[config.mk]
export PLATFORM = sky130hd
export DESIGN_NAME = riscv_multicycle_ctrl
export DESIGN_NICKNAME = d
export VERILOG_FILES = /design/src/rtl/riscv_ctrl_pkg.sv /design/src/rtl/riscv_multicycle_ctrl_alu_dec.sv /design/src/rtl/riscv_multicycle_ctrl.sv
export SDC_FILE = /design/constraint.sdc
export NUM_CORES = 1
export LEC_CHECK = 0
export ABC_AREA = 1
export BUFFER_PORTS_ARGS = -buffer_cell sky130_fd_sc_hd__buf_2
export CELL_PAD_IN_SITES_DETAIL_PLACEMENT = 0
export CELL_PAD_IN_SITES_GLOBAL_PLACEMENT = 1
export CORE_MARGIN = 2
export CORE_UTILIZATION = 25
export CTS_CLUSTER_SIZE = 10
export DETAILED_ROUTE_END_ITERATION = 7
export GPL_ROUTABILITY_DRIVEN = 0
export PLACE_DENSITY_LB_ADDON = 0.1
export SLEW_MARGIN = 20
export SYNTH_ARGS = -nofsm -noshare
export SYNTH_HDL_FRONTEND = slang
export SYNTH_SLANG_ARGS = --single-unit
[constraint.sdc]
create_clock -name clk -period 1.21 [get_ports clk]
set_input_delay 0.0605 -clock clk [delete_from_list [all_inputs] [get_ports clk]]
set_output_delay 0.0605 -clock clk [all_outputs]
set_load 0.01 [all_outputs]
[src/rtl/riscv_ctrl_pkg.sv]
// riscv_ctrl_pkg
// Shared definitions for the multicycle RISC-V control unit: FSM state
// encodings, supported opcodes, ALUOp/ALUControl codes and the mux select
// codes driven onto the datapath.
// No ports (package only).

package riscv_ctrl_pkg;

  localparam int ALU_CTRL_W = 3;
  localparam int ST_W       = 4;

  // 11 states in a 4-bit register; the remaining 5 encodings are treated as
  // corrupt and steer the FSM back to FETCH.
  typedef enum logic [ST_W-1:0] {
    S_FETCH    = 4'd0,
    S_DECODE   = 4'd1,
    S_MEMADR   = 4'd2,
    S_MEMREAD  = 4'd3,
    S_MEMWB    = 4'd4,
    S_MEMWRITE = 4'd5,
    S_EXECUTER = 4'd6,
    S_EXECUTEI = 4'd7,
    S_ALUWB    = 4'd8,
    S_BEQ      = 4'd9,
    S_JAL      = 4'd10
  } state_e;

  localparam logic [6:0] OP_LW  = 7'b0000011;
  localparam logic [6:0] OP_SW  = 7'b0100011;
  localparam logic [6:0] OP_R   = 7'b0110011;
  localparam logic [6:0] OP_I   = 7'b0010011;
  localparam logic [6:0] OP_BEQ = 7'b1100011;
  localparam logic [6:0] OP_JAL = 7'b1101111;

  localparam logic [ALU_CTRL_W-1:0] ALU_ADD = 3'b000;
  localparam logic [ALU_CTRL_W-1:0] ALU_SUB = 3'b001;
  localparam logic [ALU_CTRL_W-1:0] ALU_AND = 3'b010;
  localparam logic [ALU_CTRL_W-1:0] ALU_OR  = 3'b011;
  localparam logic [ALU_CTRL_W-1:0] ALU_SLT = 3'b101;

  localparam logic [1:0] ALUOP_ADD   = 2'b00;
  localparam logic [1:0] ALUOP_SUB   = 2'b01;
  localparam logic [1:0] ALUOP_FUNCT = 2'b10;

  localparam logic [1:0] IMM_I = 2'b00;
  localparam logic [1:0] IMM_S = 2'b01;
  localparam logic [1:0] IMM_B = 2'b10;
  localparam logic [1:0] IMM_J = 2'b11;

  localparam logic [1:0] RES_ALUOUT    = 2'b00;
  localparam logic [1:0] RES_DATA      = 2'b01;
  localparam logic [1:0] RES_ALURESULT = 2'b10;

  localparam logic [1:0] SRCA_PC    = 2'b00;
  localparam logic [1:0] SRCA_OLDPC = 2'b01;
  localparam logic [1:0] SRCA_RS1   = 2'b10;

  localparam logic [1:0] SRCB_RS2  = 2'b00;
  localparam logic [1:0] SRCB_IMM  = 2'b01;
  localparam logic [1:0] SRCB_FOUR = 2'b10;

endpackage

[src/rtl/riscv_multicycle_ctrl_alu_dec.sv]
// riscv_alu_dec
// Combinational ALU decoder: maps ALUOp plus instruction fields to the
// 3-bit ALUControl code and reports whether funct3 names an ALU operation
// this core implements.
// Ports:
//   aluOp_i        2-bit ALUOp from the control FSM
//   funct3_i       instruction funct3
//   opB5_i         opcode bit 5 (distinguishes R-type from I-type)
//   funct7b5_i     instruction bit 30
//   aluControl_o   ALU operation code
//   functIllegal_o funct3 is not add/sub, slt, or, and

module riscv_alu_dec
  import riscv_ctrl_pkg::*;
(
  input  logic [1:0]            aluOp_i,
  input  logic [2:0]            funct3_i,
  input  logic                  opB5_i,
  input  logic                  funct7b5_i,
  output logic [ALU_CTRL_W-1:0] aluControl_o,
  output logic                  functIllegal_o
);

  // The funct3 check is independent of aluOp_i so the FSM can flag a bad
  // R/I instruction in DECODE, where ALUOp is still "add".
  always_comb begin
    functIllegal_o = 1'b0;
    case (funct3_i)
      3'b000, 3'b010, 3'b110, 3'b111: functIllegal_o = 1'b0;
      default:                        functIllegal_o = 1'b1;
    endcase
  end

  // Only R-type with bit 30 set subtracts; addi with bit 30 set still adds
  // because bit 30 is part of its immediate.
  always_comb begin
    aluControl_o = ALU_ADD;
    case (aluOp_i)
      ALUOP_ADD: aluControl_o = ALU_ADD;
      ALUOP_SUB: aluControl_o = ALU_SUB;
      ALUOP_FUNCT: begin
        case (funct3_i)
          3'b000:  aluControl_o = (opB5_i & funct7b5_i) ? ALU_SUB : ALU_ADD;
          3'b010:  aluControl_o = ALU_SLT;
          3'b110:  aluControl_o = ALU_OR;
          3'b111:  aluControl_o = ALU_AND;
          default: aluControl_o = ALU_ADD;
        endcase
      end
      default: aluControl_o = ALU_ADD;
    endcase
  end

endmodule

[src/rtl/riscv_multicycle_ctrl.sv]
// riscv_multicycle_ctrl
// Control unit for the multicycle RISC-V datapath. A Moore FSM sequences
// fetch/decode/execute/memory/writeback for lw, sw, R-type, I-type ALU, beq
// and jal. ImmSrc, ALUControl, PCWrite and IllegalInstr also depend on the
// instruction fields / Zero flag.
// Configuration macro: BNE_SUPPORT_EN -- when defined the branch state also
// executes bne (funct3 001, taken on ~Zero); otherwise only beq is legal.
// Ports:
//   clk, reset_n            clock, asynchronous active-low reset
//   op, funct3, funct7b5    instruction register fields
//   Zero                    ALU zero flag
//   PCWrite, AdrSrc, MemWrite, IRWrite, ResultSrc, ALUSrcA, ALUSrcB,
//   ImmSrc, RegWrite, ALUControl   datapath controls
//   IllegalInstr            unsupported instruction seen in DECODE

module riscv_multicycle_ctrl
  import riscv_ctrl_pkg::*;
(
  input  logic                  clk,
  input  logic                  reset_n,
  input  logic [6:0]            op,
  input  logic [2:0]            funct3,
  input  logic                  funct7b5,
  input  logic                  Zero,
  output logic                  PCWrite,
  output logic                  AdrSrc,
  output logic                  MemWrite,
  output logic                  IRWrite,
  output logic [1:0]            ResultSrc,
  output logic [1:0]            ALUSrcA,
  output logic [1:0]            ALUSrcB,
  output logic [1:0]            ImmSrc,
  output logic                  RegWrite,
  output logic [ALU_CTRL_W-1:0] ALUControl,
  output logic                  IllegalInstr
);

  state_e     state_q, state_d;
  logic [1:0] aluOp;
  logic       pcUpdate;
  logic       branch;
  logic       branchTaken;
  logic       branchFunctOk;
  logic       functIllegal;

  riscv_alu_dec u_alu_dec (
    .aluOp_i       (aluOp),
    .funct3_i      (funct3),
    .opB5_i        (op[5]),
    .funct7b5_i    (funct7b5),
    .aluControl_o  (ALUControl),
    .functIllegal_o(functIllegal)
  );

  // Branch flavour selection: bne inverts the sense of Zero.
`ifdef BNE_SUPPORT_EN
  assign branchFunctOk = (funct3 == 3'b000) || (funct3 == 3'b001);
  assign branchTaken   = (funct3 == 3'b001) ? ~Zero : Zero;
`else
  assign branchFunctOk = (funct3 == 3'b000);
  assign branchTaken   = Zero;
`endif

  assign PCWrite = pcUpdate | (branch & branchTaken);

  // Immediate format follows the opcode in every state so it is stable
  // from DECODE onward.
  always_comb begin
    ImmSrc = IMM_I;
    case (op)
      OP_SW:   ImmSrc = IMM_S;
      OP_BEQ:  ImmSrc = IMM_B;
      OP_JAL:  ImmSrc = IMM_J;
      default: ImmSrc = IMM_I;
    endcase
  end

  always_ff @(posedge clk or negedge reset_n) begin
    if (!reset_n) state_q <= S_FETCH;
    else          state_q <= state_d;
  end

  // Next state and Moore outputs. An illegal instruction in DECODE returns
  // straight to FETCH without touching registers or memory.
  always_comb begin
    state_d      = S_FETCH;
    aluOp        = ALUOP_ADD;
    pcUpdate     = 1'b0;
    branch       = 1'b0;
    AdrSrc       = 1'b0;
    MemWrite     = 1'b0;
    IRWrite      = 1'b0;
    ResultSrc    = RES_ALUOUT;
    ALUSrcA      = SRCA_PC;
    ALUSrcB      = SRCB_RS2;
    RegWrite     = 1'b0;
    IllegalInstr = 1'b0;
    case (state_q)
      S_FETCH: begin
        IRWrite   = 1'b1;
        ALUSrcB   = SRCB_FOUR;
        ResultSrc = RES_ALURESULT;
        pcUpdate  = 1'b1;
        state_d   = S_DECODE;
      end
      S_DECODE: begin
        ALUSrcA = SRCA_OLDPC;
        ALUSrcB = SRCB_IMM;
        case (op)
          OP_LW, OP_SW: state_d = S_MEMADR;
          OP_R: begin
            IllegalInstr = functIllegal;
            state_d      = functIllegal ? S_FETCH : S_EXECUTER;
          end
          OP_I: begin
            IllegalInstr = functIllegal;
            state_d      = functIllegal ? S_FETCH : S_EXECUTEI;
          end
          OP_BEQ: begin
            IllegalInstr = ~branchFunctOk;
            state_d      = branchFunctOk ? S_BEQ : S_FETCH;
          end
          OP_JAL: state_d = S_JAL;
          default: begin
            IllegalInstr = 1'b1;
            state_d      = S_FETCH;
          end
        endcase
      end
      S_MEMADR: begin
        ALUSrcA = SRCA_RS1;
        ALUSrcB = SRCB_IMM;
        state_d = (op == OP_LW) ? S_MEMREAD : S_MEMWRITE;
      end
      S_MEMREAD: begin
        AdrSrc  = 1'b1;
        state_d = S_MEMWB;
      end
      S_MEMWB: begin
        ResultSrc = RES_DATA;
        RegWrite  = 1'b1;
        state_d   = S_FETCH;
      end
      S_MEMWRITE: begin
        AdrSrc   = 1'b1;
        MemWrite = 1'b1;
        state_d  = S_FETCH;
      end
      S_EXECUTER: begin
        ALUSrcA = SRCA_RS1;
        ALUSrcB = SRCB_RS2;
        aluOp   = ALUOP_FUNCT;
        state_d = S_ALUWB;
      end
      S_EXECUTEI: begin
        ALUSrcA = SRCA_RS1;
        ALUSrcB = SRCB_IMM;
        aluOp   = ALUOP_FUNCT;
        state_d = S_ALUWB;
      end
      S_ALUWB: begin
        RegWrite = 1'b1;
        state_d  = S_FETCH;
      end
      S_BEQ: begin
        ALUSrcA = SRCA_RS1;
        ALUSrcB = SRCB_RS2;
        aluOp   = ALUOP_SUB;
        branch  = 1'b1;
        state_d = S_FETCH;
      end
      S_JAL: begin
        ALUSrcA  = SRCA_OLDPC;
        ALUSrcB  = SRCB_FOUR;
        pcUpdate = 1'b1;
        state_d  = S_ALUWB;
      end
      default: state_d = S_FETCH;
    endcase
  end

endmodule

==> load_flow_metrics.sql <==
INSERT INTO impl_metrics (metric_group, metric, value, unit) VALUES
('drt', 'drc', '0', ''),
('synth', 'post_synth.cell_area_avg', '5.62', 'sq um'),
('power_and_ir_drop', 'power_leakage', '0.000678', 'uW'),
('clock_tree', 'cts.path.max_buffers', '2', ''),
('sta', 'fmax', '626', 'MHz'),
('status', 'violations', 'negative setup slack', ''),
('status', 'outcome', 'complete, but fails checks', ''),
('synth', 'synth-warning-count', '0', ''),
('synth', 'synth_seq_area_share', '16.5', '%'),
('power_and_ir_drop', 'pwr_density', '871', 'mW/mm^2'),
('finish', 'layout_cell_share_with_drive_strength_beyond_1', '59.1', '%'),
('drt', 'wl_per_cell', '10.1', 'um'),
('floorplanning', 'die-height', '53.3', 'um'),
('finish', 'largest_register', 'state_q', ''),
('grt', 'grt_overflow_total', '0', ''),
('sta', 'smallest_setup_slack_after_layout', '-0.388', 'ns'),
('sta', 'fin_worst_hold_slack', '0.155', 'ns'),
('placed_design', 'dpl.cell_count', '176', ''),
('critical_path', 'worst-r2r-setup-slack', '-0.12', 'ns'),
('sta', 'post-route-period-util', '132', '%'),
('synth', 'postSynthRegisterBits', '4', ''),
('drt', 'detail_route.first_pass.iterations', '4', ''),
('grt', 'grt_antenna_before_repair', '0', ''),
('synth', 'syn-num-nets', '124', ''),
('finish', 'stdcell_count', '187', ''),
('sta', 'grt_setup_unrepaired', 'yes', ''),
('critical_path', 'worstPathArrival', '1.54', 'ns'),
('critical_path', 'setup.worst_path.start', 'state_q[0]', ''),
('grt', 'first_global_vias', '724', ''),
('drt', 'routed-via-count', '835', ''),
('clock_tree', 'cts_root_buf', 'sky130_fd_sc_hd__clkbuf_4', ''),
('synth', 'combinational_family_with_the_most_area_after_synthesis', 'simple AND/OR/NAND/NOR gates', ''),
('finish', 'final_net_count', '177', ''),
('clock_tree', 'tritoncts', 'built', ''),
('finish', 'insertedDiodeCount', '0', ''),
('critical_path', 'timing.reg2reg.worst_path_depth', '10', ''),
('power_and_ir_drop', 'seq_power_share', '15.4', '%'),
('job', 'timing.max_cap.violations', '0', ''),
('synth', 'synthesized_area_fraction_occupied_by_and_or_nand_nor_cells', '56.1', '%'),
('finish', 'area_growth_syn_to_layout', '93.8', '%'),
('synth', 'synth-compound-area-share', '5.98', '%'),
('sta', 'maxSlewHeadroom', '76.7', '%'),
('power_and_ir_drop', 'worst_supply_voltage_drop_on_vdd', '0.491', 'mV'),
('synth', 'post_synth_inst_count', '108', ''),
('grt', 'grtUsageTotal', '14.8', '%'),
('clock_tree', 'clock_sinks', '4', ''),
('placed_design', 'placement.setup.worst_slack', '-0.242', 'ns'),
('clock_tree', 'clk_transition_reported_paths', '0.04', 'ns'),
('clock_tree', 'worst_skew_pair.late_latency', '0.24', 'ns'),
('clock_tree', 'htreeDepth', '1', ''),
('synth', 'post_synth_num_cell_types', '22', ''),
('placed_design', 'detailed_place_hpwl', '1460', 'um'),
('sta', 'timing.final.hold_violations', '0', ''),
('grt', 'first_pass_grt_wire_length', '3030', 'um'),
('synth', 'xor_xnor_fraction_of_synth_area', '0', '%'),
('sta', 'timing.final.setup_violations', '16', ''),
('min_path', 'hold_path_class', 'input pin to asynchronous set/reset pin', ''),
('critical_path', 'worst-path-max-fanout', '3', ''),
('floorplanning', 'die_area', '0.00284', 'sq mm'),
('power_and_ir_drop', 'switching_share', '39.0', '%'),
('critical_path', 'critical_path.endpoint', 'ALUControl[0]', ''),
('sta', 'clock_skew', '0.00809', 'ns'),
('drt', 'antenna_violating_nets_post_route', '0', ''),
('floorplanning', 'rows', '17', ''),
('floorplanning', 'initial_utilization', '26.9', '%'),
('drt', 'detailedRoute.firstIterationViolations', '9', ''),
('critical_path', 'r2r-start', 'state_q[0]', ''),
('critical_path', 'crit_type', 'flip-flop to primary output', ''),
('synth', 'syn-cell-area', '607', 'sq um'),
('critical_path', 'setup.worst_path.end_class', 'primary output', ''),
('power_and_ir_drop', 'switching_power', '400', 'uW');
-- power by group through the flow --
stage          Combinational (uW)  Sequential [uW]  Clock [uW]
6_report                      700              157         167
4_1_cts                       627              156         173
3_3_place_gp                  398              154           0
3_5_place_dp                  396              155           0
5_1_grt                       755              159         187
2_1_floorplan                 209              156           0
-- critical path: cells and delay by family (launching register included) --
kind,cells,cell delay (ns)
flops,1,0.38
compound gates,1,0.04
buf+inv,3,0.29
fa+ha+maj,1,0.20
simple gates,4,0.39
-- cells by family after synthesis --
kind of cell,after synthesis
compound gates,6
flops,4
buf+inv,27
simple gates,69
fa+ha+maj,2
-- cells in the mapped netlist, drive strengths merged --
master,instances,area (sq um)
o211ai,1,7.51
nand2,30,130
inv,26,97.6
nor3,2,10.0
dfrtp,4,100
o21ai,1,5.00
buf,1,7.51
nand4,1,6.26
ha,2,25.0
nand3,12,65.1
o311ai,1,8.76
nor2,21,108
nor4,1,6.26
nand3b,2,15.0
a21oi,3,15.0
-- area by class of cell --
type | count | area, sq um
clock buffers | 3 | 22.5
inverters | 26 | 100
flip-flops and latches | 4 | 100
multi-input cells | 77 | 551
fillers | 253 | 1080
repair buffers | 49 | 368
well taps | 28 | 35.0
-- layout by cell type (no fill, tap or decap), types with 4 or more instances in the layout --
master                     n
sky130_fd_sc_hd__buf_4     7
sky130_fd_sc_hd__dfrtp_1   4
sky130_fd_sc_hd__inv_1    14
sky130_fd_sc_hd__buf_6    16
sky130_fd_sc_hd__nor2_4    7
sky130_fd_sc_hd__nand2_4   4
sky130_fd_sc_hd__nand3_1   7
sky130_fd_sc_hd__nand3_2   5
sky130_fd_sc_hd__nand2_1  23
sky130_fd_sc_hd__inv_2    11
sky130_fd_sc_hd__nor2_1    9
sky130_fd_sc_hd__nor2_2    4
sky130_fd_sc_hd__buf_2    25
-- worst min path at each step --
stage                      end  slack (ns)
floorplan           state_q[0]       -0.24
global route        state_q[1]        0.17
CTS                 state_q[1]        0.15
detailed placement  state_q[1]       -0.13
global placement    state_q[0]       -0.13
finish              state_q[1]        0.16
-- layer usage --
layer  GRT usage (%)  wire, um
met5               0         0
met4            2.56         4
met3            5.08        91
met2            24.3       931
met1            18.8       860
-- per-stage QoR --
step	utilization, %	TNS [ns]	area, sq um
final	52.2	-3.59	1180
after CTS	48.5	-3.92	1090
after detailed placement	40.0	-0.532	902
after global placement	40.0	-0.462	902
after global routing	52.2	-4.86	1180
after floorplan	-	-0.134	642
-- repair_timing --
action / 4_1_cts / 5_1_grt
setup endpoints to repair: 15 / 19
pin swaps: 12 / 6
hold endpoints to repair: 4 / 0
buffers inserted: 7 / 8
resized for setup: 35 / 24
hold buffers: 1 / 0
No activity file was read; power rests on OpenSTA's default activity.
